File: src/rtl/prng_lfsr_core_pkg.sv
// Shared definitions for the PRNG core: defaults, FSM state type and the Galois LFSR step.
package prng_pkg;

  localparam int             WIDTH_DEF = 8;
  localparam logic [7:0]     TAPS_DEF  = 8'hB8;
  localparam logic [7:0]     SEED_DEF  = 8'h01;

  typedef enum logic [1:0] {
    S_IDLE = 2'd0,
    S_RUN  = 2'd1,
    S_HOLD = 2'd2
  } state_t;

  // Right-shift Galois step; callers zero-extend narrower states so the top bits stay clear.
  function automatic logic [31:0] lfsr_next(input logic [31:0] state, input logic [31:0] taps);
    return (state >> 1) ^ (state[0] ? taps : 32'd0);
  endfunction

endpackage

File: src/rtl/prng_lfsr_core_if.sv
// Control and result signals of the PRNG core; master drives controls, slave is the core.
interface prng_lfsr_core_if #(
  parameter int WIDTH = 8
);
  logic             EN;
  logic             hold;
  logic             seed_load;
  logic [WIDTH-1:0] seed_in;
  logic [WIDTH-1:0] rnd;
  logic             rnd_valid;
  logic             clk1hz;

  modport master (
    output EN, hold, seed_load, seed_in,
    input  rnd, rnd_valid, clk1hz
  );

  modport slave (
    input  EN, hold, seed_load, seed_in,
    output rnd, rnd_valid, clk1hz
  );
endinterface

File: src/rtl/prng_lfsr_core_tick_div.sv
// Step-tick divider and clk1hz square wave generator.
// Macro PRNG_DIV_BYPASS_EN: when defined, tick = EN every cycle and DIV is ignored.
module prng_tick_div #(
  parameter int DIV = 50000000
) (
  input  logic CLK,
  input  logic reset,
  input  logic EN,
  output logic tick,
  output logic clk1hz
);

`ifdef PRNG_DIV_BYPASS_EN
  assign tick = EN;
`else
  localparam int CW = (DIV > 1) ? $clog2(DIV) : 1;
  localparam logic [CW-1:0] LAST = CW'(DIV - 1);

  logic [CW-1:0] count;

  assign tick = EN && (count == LAST);

  // Dropping EN restarts the period so the first tick is a full DIV cycles away.
  always_ff @(posedge CLK or posedge reset) begin
    if (reset) begin
      count <= '0;
    end else if (!EN || count == LAST) begin
      count <= '0;
    end else begin
      count <= count + 1'b1;
    end
  end
`endif

  always_ff @(posedge CLK or posedge reset) begin
    if (reset) begin
      clk1hz <= 1'b0;
    end else if (tick) begin
      clk1hz <= ~clk1hz;
    end
  end

endmodule

File: src/rtl/prng_lfsr_core.sv
// 8-bit Galois LFSR random source for the hex display, stepped by a divided tick.
//   state  | meaning
//   S_IDLE | EN low, no stepping
//   S_RUN  | stepping on every tick
//   S_HOLD | frozen by hold, ticks dropped
module prng_lfsr_core
  import prng_pkg::*;
#(
  parameter int               WIDTH = WIDTH_DEF,
  parameter int               DIV   = 50000000,
  parameter logic [WIDTH-1:0] TAPS  = WIDTH'(TAPS_DEF),
  parameter logic [WIDTH-1:0] SEED  = WIDTH'(SEED_DEF)
) (
  input  logic               CLK,
  input  logic               reset,
  prng_lfsr_core_if.slave    bus
);

  state_t           state;
  logic [WIDTH-1:0] rnd_q;
  logic [WIDTH-1:0] rnd_next;
  logic             rnd_valid_q;
  logic             tick;
  logic             clk1hz;
  logic             step;

  prng_tick_div #(.DIV(DIV)) u_div (
    .CLK    (CLK),
    .reset  (reset),
    .EN     (bus.EN),
    .tick   (tick),
    .clk1hz (clk1hz)
  );

  assign rnd_next = WIDTH'(lfsr_next(32'(rnd_q), 32'(TAPS)));
  // hold gates the tick directly so a tick landing on the cycle hold rises is already dropped.
  assign step     = tick && !bus.hold && (state != S_IDLE);

  always_ff @(posedge CLK or posedge reset) begin
    if (reset) begin
      state       <= S_IDLE;
      rnd_q       <= SEED;
      rnd_valid_q <= 1'b0;
    end else begin
      case (state)
        S_IDLE: if (bus.EN) state <= S_RUN;
        S_RUN: begin
          if (!bus.EN)       state <= S_IDLE;
          else if (bus.hold) state <= S_HOLD;
        end
        S_HOLD: begin
          if (!bus.EN)        state <= S_IDLE;
          else if (!bus.hold) state <= S_RUN;
        end
        default: state <= S_IDLE;
      endcase

      rnd_valid_q <= 1'b0;
      // A load beats a coincident step; zero seeds map to SEED to avoid the lockup state.
      if (bus.seed_load) begin
        rnd_q       <= (bus.seed_in == '0) ? SEED : bus.seed_in;
        rnd_valid_q <= 1'b1;
      end else if (step) begin
        rnd_q       <= rnd_next;
        rnd_valid_q <= 1'b1;
      end
    end
  end

  assign bus.rnd       = rnd_q;
  assign bus.rnd_valid = rnd_valid_q;
  assign bus.clk1hz    = clk1hz;

endmodule

File: src/flat_wrapper.sv
// flat-port wrapper written by rule: the top's interface ports become plain ports
module prng_lfsr_core_flat import prng_pkg::*;
#(
  parameter int               WIDTH = WIDTH_DEF,
  parameter int               DIV   = 50000000,
  parameter logic [WIDTH-1:0] TAPS  = WIDTH'(TAPS_DEF),
  parameter logic [WIDTH-1:0] SEED  = WIDTH'(SEED_DEF)
)
  (CLK, reset, bus_EN, bus_hold, bus_seed_load, bus_seed_in, bus_rnd, bus_rnd_valid, bus_clk1hz);
  prng_lfsr_core_if #(.WIDTH(WIDTH)) bus_i ();
  input  logic CLK;
  input  logic reset;
  input wire logic [$bits(bus_i.EN)-1:0] bus_EN;
  input wire logic [$bits(bus_i.hold)-1:0] bus_hold;
  input wire logic [$bits(bus_i.seed_load)-1:0] bus_seed_load;
  input wire logic [$bits(bus_i.seed_in)-1:0] bus_seed_in;
  output wire logic [$bits(bus_i.rnd)-1:0] bus_rnd;
  output wire logic [$bits(bus_i.rnd_valid)-1:0] bus_rnd_valid;
  output wire logic [$bits(bus_i.clk1hz)-1:0] bus_clk1hz;
  assign bus_i.EN = bus_EN;
  assign bus_i.hold = bus_hold;
  assign bus_i.seed_load = bus_seed_load;
  assign bus_i.seed_in = bus_seed_in;
  assign bus_rnd = bus_i.rnd;
  assign bus_rnd_valid = bus_i.rnd_valid;
  assign bus_clk1hz = bus_i.clk1hz;
  prng_lfsr_core #(.WIDTH(WIDTH), .DIV(DIV), .TAPS(TAPS), .SEED(SEED)) u_core (.CLK(CLK), .reset(reset), .bus(bus_i));
endmodule
File: config.mk
export PLATFORM = sky130hd
export DESIGN_NAME = prng_lfsr_core_flat
export DESIGN_NICKNAME = d
export VERILOG_FILES = /design/src/rtl/prng_lfsr_core_pkg.sv /design/src/rtl/prng_lfsr_core_if.sv /design/src/rtl/prng_lfsr_core_tick_div.sv /design/src/rtl/prng_lfsr_core.sv /design/src/flat_wrapper.sv
export SDC_FILE = /design/constraint.sdc
export NUM_CORES = 1
export LEC_CHECK = 0
export BUFFER_PORTS_ARGS = -buffer_cell sky130_fd_sc_hd__buf_2
export CAP_MARGIN = 20
export CORE_AREA = 3 3 66 68
export DETAILED_ROUTE_END_ITERATION = 10
export DIE_AREA = 0 0 69 71
export PLACE_DENSITY = 0.69
export SLEW_MARGIN = 20
export SYNTH_ARGS = -nofsm -noshare
export SYNTH_HDL_FRONTEND = slang
export SYNTH_SLANG_ARGS = --single-unit
File: constraint.sdc
create_clock -name CLK -period 2 [get_ports CLK]
set_clock_uncertainty 0.2 [all_clocks]
set_input_delay 0.1 -clock CLK [delete_from_list [all_inputs] [get_ports CLK]]
set_output_delay 0.1 -clock CLK [all_outputs]
set_load 0.005 [all_outputs]
### Word level (Yosys, flattened, before mapping)

Cells that the tools add are included.

| operators by class | value |
|---|---|
| reductions and logical operators | 11 |
| multiplexer cells | 13 |
| $add $sub $neg | 1 |
| bitwise operators | 2 |
| equality and inequality tests | 6 |

Operators with widths:

| cell | number |
|---|---|
| 8-bit two-way mux | 4 |
| 26-bit by 1-bit adder with 26-bit output (second input constant) | 1 |
| 26-bit == test (second input constant) | 1 |
| 26-bit two-way mux | 1 |
| 2-bit two-way mux | 5 |
| 8-bit logical NOT | 1 |
| 7-bit by 8-bit XOR with 8-bit output | 1 |
| 3-bit != test (second input constant) | 2 |
| 2-bit case mux with 3 select lines | 1 |
| 2-bit nonzero test | 2 |
| 1-bit logical AND | 3 |
| 3-bit AND reduction | 1 |
| 2-bit by 1-bit == test with 1-bit output (second input constant) | 1 |
| 2-bit == test (second input constant) | 1 |
| 1-bit logical NOT | 2 |
| 2-bit logical NOT | 1 |
| 1-bit two-way mux | 2 |
| 2-bit != test (second input constant) | 1 |
| 1-bit logical OR | 1 |
| 1-bit inverter | 1 |

| storage, ports and cells | value |
|---|---|
| bits in registers | 38 |
| input bits | 13 |
| logic and storage cells | 38 |

### Logic depth before layout (Yosys ltp)

| logic depth | value |
|---|---|
| depth in word-level cells | 6 |
| gate-level depth with buffers | 8 |
| gate-level depth less buffers | 6 |

### By module

From an unflattened synthesis, not the netlist that was laid out.

| unflattened totals | value |
|---|---|
| cell total of the unflattened synthesis | 212 |
| area total of the unflattened synthesis | 2055.7 um2 |

Modules (own cells, without submodules):

| module | cells each | sequential area each (um2) | area an instance (um2) | instances |
|---|---|---|---|---|
| prng_tick_div | 150 | 675.6 | 1456.4 | 1 |
| prng_lfsr_core | 62 | 276.5 | 599.3 | 1 |

### Worst setup path before layout

Ideal clock, no wire load.

| timing path | value |
|---|---|
| path type | register -> register |
| from | reg u_core.u_div.count[0] |
| to | reg u_core.rnd_q[4] (netlist: u_core.bus.rnd[4]) |
| data arrival time | 1.781 ns |
| stages on the path, launching flop included | 8 |
| buffers on the path | 1 |
| clock period less this slack | 2.107 ns |
| data required time | 1.674 ns |
| path slack | -0.107 ns |
| setup time | 0.126 ns |
| cells stage by stage | dfrtp_1 ha_1 and4_1 nand4_1 nor4_4 buf_6 nor3b_1 a221o_1 |

| on the way | value |
|---|---|
| cells in the longest elaborated chain, start to end | 5 |

Ends and longest elaborated chain:

| item | line | RTL |
|---|---|---|
| start, declared | prng_lfsr_core_tick_div.sv:19 | `logic [CW-1:0] count;` |
| start signal, assigned | prng_lfsr_core_tick_div.sv:30 | `count <= count + 1'b1;` |
| 26-bit == test | prng_lfsr_core_tick_div.sv:21 | `assign tick = EN && (count == LAST);` |
| 1-bit logical AND | prng_lfsr_core_tick_div.sv:21 |  |
| 1-bit logical AND (2 in series) | prng_lfsr_core.sv:37 | `assign step = tick && !bus.hold && (state != S_IDLE);` |
| 2-bit nonzero test (no line) | n/a |  |
| end signal, assigned | prng_lfsr_core.sv:61 | `rnd_q <= (bus.seed_in == '0) ? SEED : bus.seed_in;` |
| end signal, assigned | prng_lfsr_core.sv:64 | `rnd_q <= rnd_next;` |
| end, declared | prng_lfsr_core.sv:20 | `logic [WIDTH-1:0] rnd_q;` |

Every way passes these cells.
A chain may end at the register's enable or synchronous reset.

### Worst setup path in the final report

| timing path | value |
|---|---|
| from | reg u_core.u_div.count[11] |
| to | reg u_core.rnd_q[6] (netlist: u_core.bus.rnd[6]) |

Same word-level chain as after synthesis.

==> results by group <==
Layout
  – Layout cell share with drive strength beyond 1: between 20 and 30%
  – Area grow syn2layout: 37.9%
  – Final Cell Area: 0.00272 mm²
  – Fin nets: 292
  – Number of diodes: 0

Timing
  – PnR worst setup slack: -0.0577 ns
  – F_max: about 490 MHz
  – Setup TNS: -0.217 ns
  – Crit share post-route: 103%
  – Slew Limit Fails: 0
  – Min Tclk post-route: between 2 and 2.5 ns
  – RSZ-0062 raised after global routing: yes
  – Finish-stage setup viols: 4
  – Final hold violations: 0
  – Pin slew with the least headroom to its limit: ~0.47 ns
  – Rel. slew slack: 68.4%

Synth
  – Post-synth net total: 220
  – Synth Warn #: 0
  – Synth Area in Compound Gates: under 10%
  – Ys async rst share: 100%
  – Netlist cell types: 36
  – Synth Flop Type: dfrtp_1
  – Mux cell area share after synthesis: between 2 and 3%
  – Register bit total from synthesis: 38
  – Simple-gate share of the synthesized area: a little under a third
  – Adder-cell share of the synthesized area: 0.633%
  – Synth Cell Area: just under 0.002 mm²
  – Post-Synth XOR/XNOR Area: approximately an eighth
  – Seq/Total Area, Yosys: between 40% and 50%
  – Syn Inst Count: 206
  – EDFF count, synth: 0
  – Syn avg cell area: 9.59 µm²
  – Combinational family with the most area after synthesis: simple AND/OR/NAND/NOR gates

Global route
  – Total track usage: around a fifth
  – Vias in the first global route: roughly 1700
  – Largest net degree at the start of global routing: 39
  – GRT Residual Overflow: 0
  – First-pass GRT wire length: between 7000 and 8000 µm
  – Initial antenna violation count: 0

Setup path
  – CP Max Fanout: 11
  – Worst R2R Setup Slack: -0.06 ns
  – R2R cell count: 5
  – Crit Reg-Reg Startpoint: u_core.u_div.count[11]
  – Arrival time worst endpoint: slightly above 2 ns
  – Crit path to: u_core.bus.rnd[6]
  – CP Launch Type: flip-flop
  – CP required: 1.98 ns
  – Crit Path Class: flip-flop to flip-flop
  – Terminus of the critical flop-to-flop path: u_core.bus.rnd[6]
  – Crit end category: flip-flop
  – Critical Path Source: u_core.u_div.count[11]

Drt
  – Via density: roughly 5.3
  – Wire per inst: 14.7 µm
  – Iteration-0 DRC Markers: between 100 and 150
  – DRT Wirelength: just under 5000 µm
  – Vias: between 1500 and 2000
  – Drt first pass iters: 4
  – Post-DRT Antenna Nets: 0
  – # DRC: 0

Floorplanning
  – DIE AREA: just under 0.005 mm²
  – Ports: 23
  – Die X: approximately 70 µm
  – Initial Util: between 50% and 60%
  – Die Y: ~71 µm
  – # rows: 23
  – Core area: a little under 0.004 mm²

Pwr
  – Cell-internal power: ~0.0011 W
  – Net Sw Power: between 0.0003 and 0.0004 W
  – Sequential power share: between 50% and 60%
  – Sw Share: about 26%
  – Leakage: 1.22 nW
  – VDD IR max: roughly 0.47 mV
  – Combinational power share: between 10% and 20%
  – P per Cell Area: approximately 560 mW/mm²
  – Clk pwr share: 35.1%
  – Total Power: between 0.0015 and 0.002 W

Hold path
  – Hold_sp: bus_seed_load
  – HP Class: input pin to flip-flop

Clock network
  – Bufs on Longest Clock Path: 2
  – Clk_lat worst skew: 0.29 ns
  – Root buf cell: clkbuf_8
  – TritonCTS Buffers: 5
  – CTS tree: built
  – Clk sinks: 38
  – CTS clk-pin slew, worst paths: 0.08 ns
  – H-tree Lvls: 2

Place
  – Place WS: -0.0931 ns
  – Number of port buffers: 22
  – GP Congestion: 0.852
  – HPWL Detailed: between 3000 and 4000 µm
  – Area after DPL: 0.00236 mm²

Job
  – Max-cap violation count: 0

Run status
  – Status: complete, but fails checks
  – Failing checks: setup timing
cells in the final DEF (no fill, tap or decap), drive strengths merged:
| master | Yosys | routed |
|---|---|---|
| buf | 4 | 56 |
| dfrtp | 37 | 37 |
| nor2 | 36 | 36 |
| nand2 | 22 | 22 |
| xnor2 | 17 | 17 |
| dlygate4sd3 | 0 | 17 |
| xor2 | 12 | 12 |
| nand4 | 11 | 11 |
| nand3 | 9 | 9 |
| nor4 | 7 | 7 |
| nor3 | 6 | 6 |
| nor2b | 5 | 5 |
| mux2i | 5 | 5 |
| clkbuf | 4 | 5 |
| and3 | 4 | 4 |
| nor3b | 4 | 4 |
| inv | 3 | 3 |
| a221o | 3 | 3 |
| or2 | 2 | 2 |
| and4 | 2 | 2 |
| or4 | 2 | 2 |
| clkinv | 0 | 2 |
| nor4b | 1 | 1 |
| nor4bb | 1 | 1 |
| nand2b | 1 | 1 |
| or3 | 1 | 1 |
| and2 | 1 | 1 |
| or3b | 1 | 1 |
| o21ai | 1 | 1 |
| a21oi | 1 | 1 |
| o21a | 1 | 1 |
| ha | 1 | 1 |
| clkinvlp | 0 | 1 |
| dfstp | 1 | 1 |
cell type report:
cell class,instances,area (µm²)
well taps,50,62.6
repair buffers,73,552
clock buffers,5,68.8
inverters,3,11.3
fillers,318,1190
multi-input cells,157,1060
clock inverters,3,21.3
flip-flops and latches,38,952
worst min path at each step:
stage | to | slack (ns) | cells after the start
after floorplan | u_core.bus.rnd[7] | 0.005 | 2
after global placement | u_core.bus.rnd[5] | 0.03 | 3
after detailed placement | u_core.bus.rnd_valid | 0.04 | 3
after CTS | u_core.bus.rnd_valid | 0.08 | 2
after global routing | u_core.bus.rnd_valid | 0.12 | 2
final | u_core.bus.rnd_valid | 0.1 | 2
metrics by stage:
stage	std cells	hold slack (ns)	util, %
2_1_floorplan	206	0.00544	-
3_3_place_gp	302	0.0329	60.2
3_5_place_dp	302	0.0372	60.2
4_1_cts	328	0.0810	67.4
5_1_grt	329	0.124	69.6
6_report	329	0.0952	69.6
critical path: stages, from the launching register on:
cell and delay, ns:
dfrtp_1 0.38, or4_4 0.54, nor4_4 0.31, buf_12 0.18, nor3b_1 0.06, a221o_1 0.27
metal layers:
metal	share of wire [%]	global-route usage (%)
met1	45	25.9
met3	4.1	4.40
met2	49	34.7
met5	0	0
met4	2.1	9.33
registers in the layout, indices dropped and copies added (netlist names):
| name | flops |
|---|---|
| u_core.bus.rnd_valid | 1 |
| u_core.u_div.clk1hz | 1 |
| u_core.u_div.count | 26 |
| u_core.state | 2 |
| u_core.bus.rnd | 8 |
cells by family after synthesis:
family | after synthesis
DFF | 38
muxes | 5
adders and majority gates | 1
xor gates and xnor gates | 29
AOI/OAI and AO/OA | 6
and+or+nand+nor | 116
buffers and inverters | 11
power groups by stage:
stage	clock network [W]	registers, W	logic (W)
floorplan	0	0.000825	0.0000776
global placement	0	0.000823	0.000135
detailed placement	0	0.000825	0.000138
CTS	0.000546	0.000809	0.000163
global route	0.000572	0.000815	0.000190
finish	0.000531	0.000811	0.000171
Yosys cell counts (2+ instances only):
cell / instances / share of area, %
dfrtp_1: 37 / 47
nor2_1: 36 / 6.8
nand2_1: 21 / 4.0
xnor2_1: 17 / 7.5
xor2_1: 12 / 5.3
nand4_1: 11 / 3.5
nand3_1: 9 / 2.3
nor3_1: 6 / 1.5
nor4_1: 6 / 1.9
mux2i_1: 5 / 2.5
nor2b_1: 5 / 1.6
and3_1: 4 / 1.3
clkbuf_1: 4 / 0.76
nor3b_1: 4 / 1.5
a221o_1: 3 / 1.5
inv_1: 3 / 0.57
and4_1: 2 / 0.89
buf_2: 2 / 0.51
or2_2: 2 / 0.63
repair_timing:
action,in CTS,in global routing
resized for setup,2,14
setup endpoints to repair,30,34
hold buffers,17,0
setup buffers,1,1
hold endpoints to repair,48,0
pin swaps,0,2
No activity file was read; power rests on OpenSTA's default activity.
